<file path="src/rtl/gpu_fb_pkg.sv">
// Shared definitions for the framebuffer port arbiter.
// Widths, burst limit and the arbiter state/owner encodings.
package gpu_fb_pkg;

  localparam int FB_ADR_W     = 15;
  localparam int FB_DAT_W     = 32;
  localparam int FB_BURST_MAX = 32;

  typedef enum logic [1:0] {
    IDLE,
    BURST,
    DRAIN
  } fb_state_e;

  typedef enum logic [1:0] {
    OWN_NONE,
    OWN_VID,
    OWN_CPU
  } fb_owner_e;

  function automatic logic [5:0] clamp_len(input logic [5:0] len);
    return (len > 6'(FB_BURST_MAX)) ? 6'(FB_BURST_MAX) : len;
  endfunction

endpackage

</file>
<file path="src/rtl/gpu_fb_arbiter.sv">
// Shares one framebuffer memory port between the video refill burst
// engine and the CPU slave, with bounded CPU wait inside a burst.
module gpu_fb_arbiter
  import gpu_fb_pkg::*;
#(
  parameter int CPU_EVERY = 4
) (
  input  logic                clk,
  input  logic                resetn,
  input  logic                vid_req,
  input  logic [FB_ADR_W-1:0] vid_base,
  input  logic [5:0]          vid_len,
  output logic                vid_busy,
  output logic                vid_valid,
  output logic [FB_DAT_W-1:0] vid_dat,
  output logic [4:0]          vid_idx,
  output logic                vid_overrun,
  input  logic                cpu_stb,
  input  logic                cpu_we,
  input  logic [3:0]          cpu_sel,
  input  logic [FB_ADR_W-1:0] cpu_adr,
  input  logic [FB_DAT_W-1:0] cpu_dat_i,
  output logic                cpu_ack,
  output logic [FB_DAT_W-1:0] cpu_dat_o,
  output logic [FB_ADR_W-1:0] mem_adr_o,
  output logic [3:0]          mem_we_o,
  output logic [FB_DAT_W-1:0] mem_dat_o,
  input  logic [FB_DAT_W-1:0] mem_dat_i
);

  localparam logic [3:0] CPU_EV = 4'(CPU_EVERY);

  fb_state_e           state_q, state_d;
  fb_owner_e           own_q, own_d;
  logic [FB_ADR_W-1:0] base_q, base_d;
  logic [5:0]          rem_q, rem_d;
  logic [4:0]          idx_q, idx_d;
  logic [4:0]          ridx_q, ridx_d;
  logic [3:0]          vrun_q, vrun_d;
  logic                ovr_q, ovr_d;

  logic req_ok;
  logic cpu_elig;
  logic vid_slot;
  logic cpu_slot;

  // Slot choice; resetn gates the CPU so the port is quiet during reset
  always_comb begin
    req_ok   = vid_req & (vid_len != '0);
    cpu_elig = resetn & cpu_stb & (own_q != OWN_CPU);
    vid_slot = (state_q == BURST) &
               (~cpu_elig | (vrun_q < CPU_EV));
    cpu_slot = cpu_elig & ~vid_slot;
  end

  always_comb begin
    mem_adr_o = '0;
    mem_we_o  = '0;
    mem_dat_o = '0;
    unique case (1'b1)
      vid_slot: begin
        mem_adr_o = base_q + FB_ADR_W'(idx_q);
      end
      cpu_slot: begin
        mem_adr_o = cpu_adr;
        if (cpu_we) begin
          mem_we_o  = cpu_sel;
          mem_dat_o = cpu_dat_i;
        end
      end
      default: ;
    endcase
  end

  assign vid_busy    = (state_q != IDLE);
  assign vid_valid   = (own_q == OWN_VID);
  assign vid_idx     = ridx_q;
  assign vid_dat     = vid_valid ? mem_dat_i : '0;
  assign cpu_ack     = (own_q == OWN_CPU);
  assign cpu_dat_o   = cpu_ack ? mem_dat_i : '0;
  assign vid_overrun = ovr_q;

  always_comb begin
    state_d = state_q;
    base_d  = base_q;
    rem_d   = rem_q;
    idx_d   = idx_q;
    ovr_d   = ovr_q;
    ridx_d  = ridx_q;
    vrun_d  = vrun_q;
    own_d   = OWN_NONE;

    unique case (1'b1)
      vid_slot: begin
        own_d  = OWN_VID;
        ridx_d = idx_q;
      end
      cpu_slot: own_d = OWN_CPU;
      default:  ;
    endcase

    if (!cpu_elig || cpu_slot) begin
      vrun_d = '0;
    end else if (vid_slot) begin
      vrun_d = vrun_q + 4'd1;
    end

    if (vid_slot) begin
      idx_d = idx_q + 5'd1;
      rem_d = rem_q - 6'd1;
    end

    unique case (state_q)
      IDLE: begin
        if (req_ok) begin
          state_d = BURST;
          base_d  = vid_base;
          rem_d   = clamp_len(vid_len);
          idx_d   = '0;
        end
      end
      BURST: begin
        if (req_ok) ovr_d = 1'b1;
        if (vid_slot && rem_q == 6'd1) state_d = DRAIN;
      end
      DRAIN: begin
        if (req_ok) begin
          state_d = BURST;
          base_d  = vid_base;
          rem_d   = clamp_len(vid_len);
          idx_d   = '0;
        end else begin
          state_d = IDLE;
        end
      end
      default: state_d = IDLE;
    endcase
  end

  always_ff @(posedge clk or negedge resetn) begin
    if (!resetn) begin
      state_q <= IDLE;
      own_q   <= OWN_NONE;
      base_q  <= '0;
      rem_q   <= '0;
      idx_q   <= '0;
      ridx_q  <= '0;
      vrun_q  <= '0;
      ovr_q   <= 1'b0;
    end else begin
      state_q <= state_d;
      own_q   <= own_d;
      base_q  <= base_d;
      rem_q   <= rem_d;
      idx_q   <= idx_d;
      ridx_q  <= ridx_d;
      vrun_q  <= vrun_d;
      ovr_q   <= ovr_d;
    end
  end

endmodule

</file>
<file path="config.mk">
export PLATFORM = sky130hd
export DESIGN_NAME = gpu_fb_arbiter
export DESIGN_NICKNAME = d
export VERILOG_FILES = /design/src/rtl/gpu_fb_pkg.sv /design/src/rtl/gpu_fb_arbiter.sv
export SDC_FILE = /design/constraint.sdc
export NUM_CORES = 1
export LEC_CHECK = 0
export ABC_CLOCK_PERIOD_IN_PS = 3100
export CELL_PAD_IN_SITES_DETAIL_PLACEMENT = 1
export CELL_PAD_IN_SITES_GLOBAL_PLACEMENT = 1
export CORE_ASPECT_RATIO = 0.8
export CORE_UTILIZATION = 22
export CTS_CLUSTER_SIZE = 25
export DETAILED_ROUTE_END_ITERATION = 6
export GPL_TIMING_DRIVEN = 0
export PLACE_DENSITY_LB_ADDON = 0.08
export SLEW_MARGIN = 25
export SYNTH_ARGS = -nofsm -noshare
export SYNTH_HDL_FRONTEND = slang
export SYNTH_SLANG_ARGS = --single-unit
</file>
<file path="constraint.sdc">
create_clock -name clk -period 3.1 [get_ports clk]
set_input_delay 0.465 -clock clk [delete_from_list [all_inputs] [get_ports clk]]
set_output_delay 0.465 -clock clk [all_outputs]
set_load 0.05 [all_outputs]
</file>
# == Yosys cells after proc, flatten, opt, wreduce, memory -nomap -nowiden ==
# Cells that the tools add are included.
# totals
register_bits,40
in_bits,109
output_inout_bits,124
word_cells,62
# classes
addsub,4
magnitude_cmp,2
n_eq_ne,8
muxes,21
n_bitwise,8
n_reduce_logical,11
# ops
op,count
$mux W32,4
$pmux W15 S2,1
$mux W6,4
$mux W4,4
$add A15 B5 Y15,1
$mux W5,3
$eq A6 B1 Y1 const B,1
$gt A6 B6 Y1 const B,1
$pmux W2 S3,1
$reduce_and A2 Y1,3
$reduce_bool A6 Y1,1
$sub A6 B1 Y6 const B,1
$add A5 B1 Y5 const B,1
$and A1 B1 Y1,5
$add A4 B1 Y4 const B,1
$eq A2 B1 Y1 const B,2
$eq A2 B2 Y1 const B,2
$lt A4 B3 Y1 const B,1
$mux W2,2
$ne A2 B2 Y1 const B,2
$pmux W2 S2,1
$reduce_bool A2 Y1,2
$logic_not A2 Y1,1
$ne A2 B1 Y1 const B,1
7 further kinds,8

# == Logic depth before layout (Yosys ltp) ==
# Gate-level depths: netlist (run 1).
# logic_depth
ltp_word,9
ltp_mapped,8
ltp_nobuf,8

# == Worst setup path after synthesis (run 1) ==
# No wires, ideal clock.
# synth_timing
kind,reg2out
startpoint,register idx_q[0]
endpoint,output mem_adr_o[8]
arrival_ps,2868
path_slack_ps,-233
stages_incl_launch_ff,9
path_buffers,0
cell_sequence,dfrtp_1 ha_1 inv_1 fa_1 nand2b_1 a21oi_1 o2111ai_1 xor2_1 o21ai_0
# synth_via
elab_chain_len,2
# synth_lines
element,line,text
from (decl),gpu_fb_arbiter.sv:37,"logic [4:0] idx_q, idx_d;"
from (signal assigned),gpu_fb_arbiter.sv:155,idx_q <= idx_d;
$add A15 B5 Y15,gpu_fb_arbiter.sv:62,mem_adr_o = base_q + FB_ADR_W'(idx_q);
$pmux W15 S2,gpu_fb_arbiter.sv:60,unique case (1'b1)
to (decl),gpu_fb_arbiter.sv:25,"output logic [FB_ADR_W-1:0] mem_adr_o,"
# No other way between the ends.

# == Final worst setup path (run 1) ==
# Ends and elaborated chain as after synthesis.

==> results of run 1 <==
state kept, by name (all words and copies together), names as in the netlist:
signal	cells
vrun_q	4
vid_idx	5
own_q	2
state_q	2
rem_q	6
base_q	15
idx_q	5
vid_overrun	1
placed cells by master (no fill, tap or decap), drive strengths merged, types with 5 or more instances in the layout:
master / count
ha: 9
buf: 19
inv: 10
clkdlybuf4s50: 180
and2: 64
nand2: 38
xnor2: 5
mux2: 12
o21ai: 26
and3: 36
clkdlybuf4s15: 37
clkbuf: 25
a21oi: 6
xor2: 16
nor2: 13
dfrtp: 40
power by group:
group / leakage (nW) / switching, mW / internal (mW)
Clock: 0.0808 / 0.212 / 0.379
Sequential: 0.487 / 0.210 / 0.744
Combinational: 1.85 / 2.17 / 1.21
Total: 2.42 / 2.59 / 2.33
stage by stage:
| step | total power [mW] | setup WS (ns) | hold slack (ns) | cells | util (%) |
|---|---|---|---|---|---|
| detailed placement | 4.366 | -0.8366 | 0.4267 | 750 | 42.48 |
| CTS | 4.970 | 0.006816 | 0.04265 | 761 | 44.39 |
| global route | 5.230 | -0.02039 | 0.05389 | 762 | 44.38 |
| floorplan | 3.158 | 0.1029 | 0.1694 | 342 | - |
| global placement | 4.305 | -2.309 | 0.4311 | 749 | 42.36 |
| finish | 4.925 | 0.1300 | 0.03627 | 762 | 44.38 |
final cells by class:
cell class              instances  share of cell area (%)
repair buffers                237                   41.50
plain buffers                  20                   1.637
multi-input cells             272                   32.05
clock inverters                 2                  0.6112
well taps                     175                   3.820
inverters                      10                  0.6549
flip-flops and latches         40                   17.49
clock buffers                   6                   2.248
worst max-delay path: cells and delay by family (launching register included):
kind / cells / cell delay, ns
flops: 1 / 0.42
xor+xnor: 1 / 0.17
fa+ha+maj: 2 / 0.59
buf+inv: 2 / 0.24
simple gates: 1 / 0.23
compound gates: 3 / 0.57
synth_stat cells (4+ instances only):
cell	number	share of area, %
and3_1	36	7.7
nand2_1	38	4.9
xnor2_1	5	1.5
nand3_1	4	0.68
o21ai_0	18	3.1
ha_1	9	3.8
nor2_1	12	1.5
mux2_1	5	1.9
nand4_1	4	0.85
and2_1	64	14
clkbuf_1	18	2.3
nand3b_1	4	1.0
dfrtp_1	40	34
nand2b_1	4	0.85
a21oi_1	5	0.85
mux2_4	7	3.6
inv_1	9	1.2
xor2_1	16	4.8
o21ai_1	8	1.4
worst paths after layout:
path / slack [ns] / end / depth (start not counted)
min in group clk: 0.45 / vrun_q[0] / 1
min reg2reg: 0.45 / vrun_q[0] / 1
min: 0.04 / base_q[13] / 1
max reg2reg: 1.24 / rem_q[3] / 7
max in group asynchronous: 2.64 / idx_q[0] / 2
max: 0.13 / mem_adr_o[8] / 9
logic make-up (layout without fill, tap and decap cells):
group / Yosys count / in the layout / share of synthesized area (%)
other: 1 / 1 / 0.1280
muxes: 12 / 12 / 5.508
buffers and inverters: 30 / 275 / 4.099
xor gates and xnor gates: 21 / 21 / 6.276
adders and majority gates: 10 / 10 / 4.526
and+or+nand+nor: 182 / 182 / 35.01
AOI/OAI and AO/OA: 46 / 46 / 10.29
DFF: 40 / 40 / 34.16
per-layer routing:
metal	track usage, %	routed length [um]	up-vias
li1	-	-	1641
met1	22.44	5245	1588
met2	32.24	6102	117
met3	3.858	942	11
met4	3.530	139	0
met5	0	0	-
repair_timing:
| action | 4_1_cts | 5_1_grt |
|---|---|---|
| setup buffers | 3 | 1 |
| pin swaps | 1 | 1 |
| gates resized for setup | 177 | 35 |
| endpoints found under the hold margin | 0 | 0 |
| setup endpoints to repair | 51 | 49 |
==> results.cfg, run 1 <==
[status]
outcome = completed

[routing]
drc = 0
dr.pass1.iters = 4
wl_um = 12430
post_drt_wl_per_cell_um = 16.31
viasPerCell = 4.406
ant_nets = 0
drt_iter0_markers = 85
vias = 3357

[logic_synthesis]
ys_async_sr_fraction_pct = 100.0
synthDistinctLibCells = 46
synth-edff-count = 0
synth_area_um2 = 2930
synth_nets = 461
synth_cells = 342
yosysWarnings = 0
synth_area_per_cell_um2 = 8.568
synth_seq_cells = 40
seq_area_frac_synth_pct = 34.16
synthFlopType = dfrtp_1

[critical_path]
critPathMaxStageDelay_ns = 0.42
worstSetupPathType = reg2out
required_ns = 2.63
reg2reg_from = own_q[0]
arrival_ns = 2.50
path_cells = ha_2 -> inv_1 -> fa_1 -> nand2b_2 -> a21oi_4 -> o2111ai_1 -> xor2_1 -> o21ai_1 -> buf_6
critPathLaunchType = flop
cp-end-kind = output pin
critPathMaxFanout = 6
crit_start = idx_q[0]
slowest_stage = dfrtp_2

[die]
die_w_um = 131.0
fp.dieH_um = 105.2
io_pins = 233
rows = 37
die-area_um2 = 13790
start_util_pct = 22.69
core_um2 = 12920

[global_routing]
first_global_vias = 3562
overflow = 0
grt_pass1_wl_um = 19640
grtUsageTotal_pct = 18.17
grt_antenna_before_repair = 0
grt_max_degree = 26

[clock_tree]
cts_buffer_depth = 2
cts_max_level = 2
clkTransAtPathRegs_ns = 0.06
cts_made_buffers = 5
cts_tree = built
cts_num_sinks = 40
clk_latency_ns = 0.28
cts_hold_buf = 0
cts-root-buf = clkbuf_16

[layout]
layout.nets = 705
final_cell_area_um2 = 5732
area_growth_pct = 95.60
multi_input_area_um2 = 1837
layout-drive-gt1-share_pct = 15.50
fillers = 1461
regArea_um2 = 1002
num_antenna_cells = 0

[hold_path]
holdCritPathClass = in2async

[place]
io_buffers = 232
place_congestion = 0.7464
dp_hpwl_um = 10390
placed_cell_area_um2 = 5487

[timing]
fmax_ghz = 0.3367
fin_skew_ns = 0.004368
fin_crit_sh_pct = 95.81
relSlewSlack_pct = 61.76
layout_min_cycle_time_ns = 2.970
finalMaxSlewViolations = 0
worst_slew_pin_slew_ns = 0.5718
finalSetupViolCount = 0
fin_tns_setup_ns = 0
final-hold-violation-count = 0

[pwr]
leakagePower_nw = 2.417
powerDensity_nw_per_um2 = 859.2
peakVddDrop_mv = 0.3412

[job]
drv_cap = 0
(Power assumes the default switching activity.)
==> run 2: changes to the inputs <==
--- a/config.mk
+++ b/config.mk
@@ -16,2 +16,3 @@
 export PLACE_DENSITY_LB_ADDON = 0.08
+export SKIP_CTS_REPAIR_TIMING = 1
 export SLEW_MARGIN = 25
==> constraint.sdc (replaced) <==
create_clock -name clk -period 3.1 [get_ports clk]
set_input_delay 0.93 -clock clk [delete_from_list [all_inputs] [get_ports clk]]
set_output_delay 0.93 -clock clk [all_outputs]
set_load 0.05 [all_outputs]
==> results.cfg, run 2 (synthesized netlist as in run 1, its figures left out) <==
[timing]
worst_slew_pin_slew_ns = 0.5903
fin_skew_ns = 0.003703
relSlewSlack_pct = 60.58
fin_crit_sh_pct = 105.7
finalMaxSlewViolations = 0
layout_min_cycle_time_ns = 3.276
setup_ws_ns = -0.1757
fmax_ghz = 0.3053
holdWs_ns = 0.4500
fin_tns_setup_ns = -1.145
rsz0062_at_grt = yes
finalSetupViolCount = 32
final-hold-violation-count = 0

[critical_path]
required_ns = 2.17
cp-end-kind = output pin
rr_worst_depth = 6
arrival_ns = 2.35
worstSetupPathType = reg2out
critPathLaunchType = flop
reg2reg_to = state_q[0]
path_cells = ha_4 -> inv_2 -> fa_2 -> nand2b_4 -> a21oi_4 -> o211ai_1 -> xnor2_1 -> o21ai_2 -> buf_6
critPathMaxStageDelay_ns = 0.41
reg2reg_from = vrun_q[2]
critPathMaxFanout = 6
slowest_stage = dfrtp_2
ff2ff_setup_slack_ns = 1.29

[pwr]
peakVddDrop_mv = 0.3913
switchingPower_mw = 2.783
pwr-share-clk_pct = 11.2
leakagePower_nw = 3.758
seq_power_share_pct = 17.9
finalPower_mw = 5.456
switching_share_pct = 51.01
power_frac_comb_pct = 70.9
internal-power_mw = 2.673
powerDensity_nw_per_um2 = 812.5

[die]
rows = 37
die-area_um2 = 13790
fp.dieH_um = 105.2
die_w_um = 131.0
io_pins = 233
start_util_pct = 22.69
core_um2 = 12920

[global_routing]
first_global_vias = 3300
grt_pass1_wl_um = 18340
grt_antenna_before_repair = 0
grtUsageTotal_pct = 17.18
overflow = 0
grt_max_degree = 30

[layout]
layout-drive-gt1-share_pct = 30.31
area_growth_pct = 129.2
largest_reg_flops = 15
final_cell_mix = clkdlybuf4s50_1 (112), dlymetal6s2s_1 (67), and2_1 (64), dfrtp_1 (37), buf_8 (34)
postLayoutCoreUtil_pct = 51.99
largest-register = base_q
final_common_cell = clkdlybuf4s50_1
layout.nets = 725
fillers = 1381
num_antenna_cells = 0
largestRegisters = base_q x15, rem_q x6
final_cell_area_um2 = 6715
finalNonFillerCells = 782

[routing]
dr.pass1.iters = 4
drc = 0
ant_nets = 0
drt_iter0_markers = 82
viasPerCell = 4.400
wl_um = 13950
post_drt_wl_per_cell_um = 17.83
vias = 3441

[place]
placed_cell_area_um2 = 5602
dp.cells = 750
dp_hpwl_um = 10190
io_buffers = 232
place_congestion = 0.7153
dp_worst_setup_slack_ns = -1.485

[clock_tree]
cts_buffer_depth = 2
cts-root-buf = clkbuf_16
clkTransAtPathRegs_ns = 0.06
cts_num_sinks = 40
cts_made_buffers = 5
cts_tree = built
cts_max_level = 2
clk_latency_ns = 0.28

[hold_path]
min_to = vrun_q[0]
min_from = vrun_q[0]
holdCritPathClass = reg2reg
hold_depth = 1

[job]
drv_cap = 0

[status]
outcome = complete, but fails checks
violations = setup timing
## run 2: cell types whose count changed in the layout (fill, tap and decap cells not counted), moves of 5 or more
cell,delta
and3_1,-35
and3_4,+33
buf_2,-6
buf_4,+10
buf_6,+27
buf_8,+34
clkdlybuf4s15_2,-37
clkdlybuf4s50_1,-68
dlymetal6s2s_1,+67
nand2_1,-8
nand2_4,+5
o21ai_0,-8
o21ai_1,-5
o21ai_2,+10
## run 2: power by group through the flow
stage	clock network [mW]	logic [mW]	registers (mW)
floorplan	0	2.28	1.00
global placement	0	3.48	0.954
detailed placement	0	3.52	0.964
CTS	0.624	3.54	0.956
global route	0.650	4.12	1.02
finish	0.609	3.87	0.979
## run 2: worst max path at each step
stage	from	to	slack [ns]	cells past startpoint
finish	idx_q[0]	mem_adr_o[12]	-0.18	9
global route	idx_q[0]	mem_adr_o[12]	-0.32	9
CTS	cpu_stb	mem_adr_o[6]	-1.50	8
detailed placement	cpu_stb	mem_adr_o[6]	-1.48	8
global placement	resetn	mem_adr_o[14]	-3.22	8
floorplan	idx_q[0]	mem_adr_o[8]	-0.07	8
## run 2: area by class of cell
type                    instances  area [um2]  area share (%)
clock buffers                   6       138.9           2.068
flip-flops and latches         40        1005           14.96
repair buffers                258        2944           43.84
plain buffers                  19       128.9           1.919
multi-input cells             272        2201           32.77
clock inverters                 2       38.79          0.5776
well taps                     175       219.0           3.261
inverters                      10       40.04          0.5962
## run 2: routing by layer
metal,up-vias,global-route usage (%),wire length [um]
met5,-,0,0
met4,0,2.956,148
met3,10,4.162,925
met2,113,29.52,7074
met1,1631,21.86,5796
li1,1687,-,-
## run 2: critical path, delay by kind of cell (launching register included)
| family | cells | cell delay, ns |
|---|---|---|
| buf+inv | 2 | 0.20 |
| simple gates | 1 | 0.17 |
| compound gates | 3 | 0.52 |
| flops | 1 | 0.41 |
| xor+xnor | 1 | 0.28 |
| fa+ha+maj | 2 | 0.48 |
==> run 3: changes to the inputs <==
HOLD_SLACK_MARGIN = 0.03   (was not set)
TNS_END_PERCENT = 5   (was not set)
==> results.cfg, run 3 (synthesized netlist as in run 1, its figures left out) <==
[status]
outcome = complete, but fails checks
violations = setup timing

[layout]
largest-register = base_q
postLayoutCoreUtil_pct = 48.84
largest_reg_flops = 15
layout.nets = 724
finalNonFillerCells = 781
final_cell_mix = clkdlybuf4s50_1 (113), dlymetal6s2s_1 (67), and2_1 (64), buf_6 (45), dfrtp_1 (38)
layout-drive-gt1-share_pct = 22.48
area_growth_pct = 115.3
final_common_cell = clkdlybuf4s50_1
largestRegisters = base_q x15, rem_q x6
fillers = 1449

[timing]
finalMaxSlewViolations = 0
relSlewSlack_pct = 61.57
rsz0062_at_grt = yes
layout_min_cycle_time_ns = 3.291
finalSetupViolCount = 49
fin_crit_sh_pct = 106.1
setup_ws_ns = -0.1905
final-hold-violation-count = 0
fin_tns_setup_ns = -4.575
worst_slew_pin_slew_ns = 0.5756
fmax_ghz = 0.3039
holdWs_ns = 0.4365
fin_skew_ns = 0.006547

[routing]
vias = 3438
drt_iter0_markers = 97
ant_nets = 0
drc = 0
post_drt_wl_per_cell_um = 16.61
viasPerCell = 4.402
wl_um = 12970
dr.pass1.iters = 5

[clock_tree]
cts_buffer_depth = 2
cts_made_buffers = 5
clk_latency_ns = 0.28
cts_max_level = 2
clkTransAtPathRegs_ns = 0.06
cts_num_sinks = 40
cts_tree = built
cts-root-buf = clkbuf_16

[critical_path]
critPathMaxFanout = 6
worstSetupPathType = reg2out
cp-end-kind = output pin
required_ns = 2.17
critPathLaunchType = flop
arrival_ns = 2.36
rr_worst_depth = 7

[hold_path]
holdCritPathClass = reg2reg
hold_depth = 1

[place]
dp.cells = 750
io_buffers = 232
dp_hpwl_um = 10100
place_congestion = 0.7517

[die]
rows = 37
io_pins = 233
die_w_um = 131.0
die-area_um2 = 13790
fp.dieH_um = 105.2
core_um2 = 12920
start_util_pct = 22.69

[pwr]
powerDensity_nw_per_um2 = 824.3
peakVddDrop_mv = 0.7156
leakagePower_nw = 3.731

[global_routing]
grt_max_degree = 24
grt_pass1_wl_um = 19140
overflow = 0
grt_antenna_before_repair = 1
grtUsageTotal_pct = 17.78
first_global_vias = 3576

[job]
drv_cap = 0
==> run 3: cell count changes in the layout (fill, tap and decap cells not counted), sizes merged <==
cell	change
buf	-3
diode	+1
clkinvlp	+1
bufinv	-1
clkdlybuf4s50	+1
==> run 3: worst max-delay path: stages (launching register included) <==
cell and delay (ns):
dfrtp_2 0.44, ha_4 0.17, inv_2 0.04, fa_2 0.35, nand2b_4 0.17, a21oi_4 0.23
o211ai_1 0.16, xor2_1 0.19, o21ai_2 0.15, buf_6 0.18
==> run 3: report_power, final <==
part           internal, mW  switching (mW)
clock                 0.292           0.201
sequential            0.746           0.241
combinational          1.46            2.26
total                  2.50            2.70
==> run 3: final cells by class <==
type | count | area (um2) | share of cell area, %
Buffer | 19 | 135.1 | 2.142
Clock buffer | 5 | 125.1 | 1.983
Clock inverter | 2 | 12.51 | 0.1983
Timing Repair Buffer | 257 | 2798 | 44.35
Antenna cell | 1 | 2.502 | 0.03967
Inverter | 10 | 37.54 | 0.5950
Tap cell | 175 | 219.0 | 3.471
Multi-Input combinational cell | 272 | 1976 | 31.32
Sequential cell | 40 | 1003 | 15.91
==> run 3: per-stage QoR <==
| step | worst slack [ns] | total power, mW | instance area (um2) |
|---|---|---|---|
| after global routing | -0.3001 | 5.530 | 6309 |
| after detailed placement | -1.939 | 4.399 | 5524 |
| final | -0.1905 | 5.200 | 6309 |
| after floorplan | -0.2046 | 3.212 | 2960 |
| after CTS | -1.986 | 4.918 | 5662 |
| after global placement | -3.338 | 4.343 | 5502 |
==> run 3: final timing paths <==
| kind | from | end | slack, ns |
|---|---|---|---|
| max | idx_q[0] | mem_adr_o[14] | -0.19 |
| min | vrun_q[0] | vrun_q[0] | 0.44 |
| max reg2reg | own_q[0] | state_q[0] | 1.03 |
| min reg2reg | vrun_q[0] | vrun_q[0] | 0.44 |
| max in group asynchronous | resetn | idx_q[0] | 2.16 |
| min in group asynchronous | resetn | base_q[1] | 0.46 |
==> run 3: per-layer routing <==
| metal | vias to the layer above | track usage, % | wire length (um) |
|---|---|---|---|
| li1 | 1680 | - | - |
| met1 | 1633 | 20.79 | 5180 |
| met2 | 121 | 33.14 | 6751 |
| met3 | 4 | 4.112 | 989 |
| met4 | 0 | 2.463 | 51 |
| met5 | - | 0 | 0 |
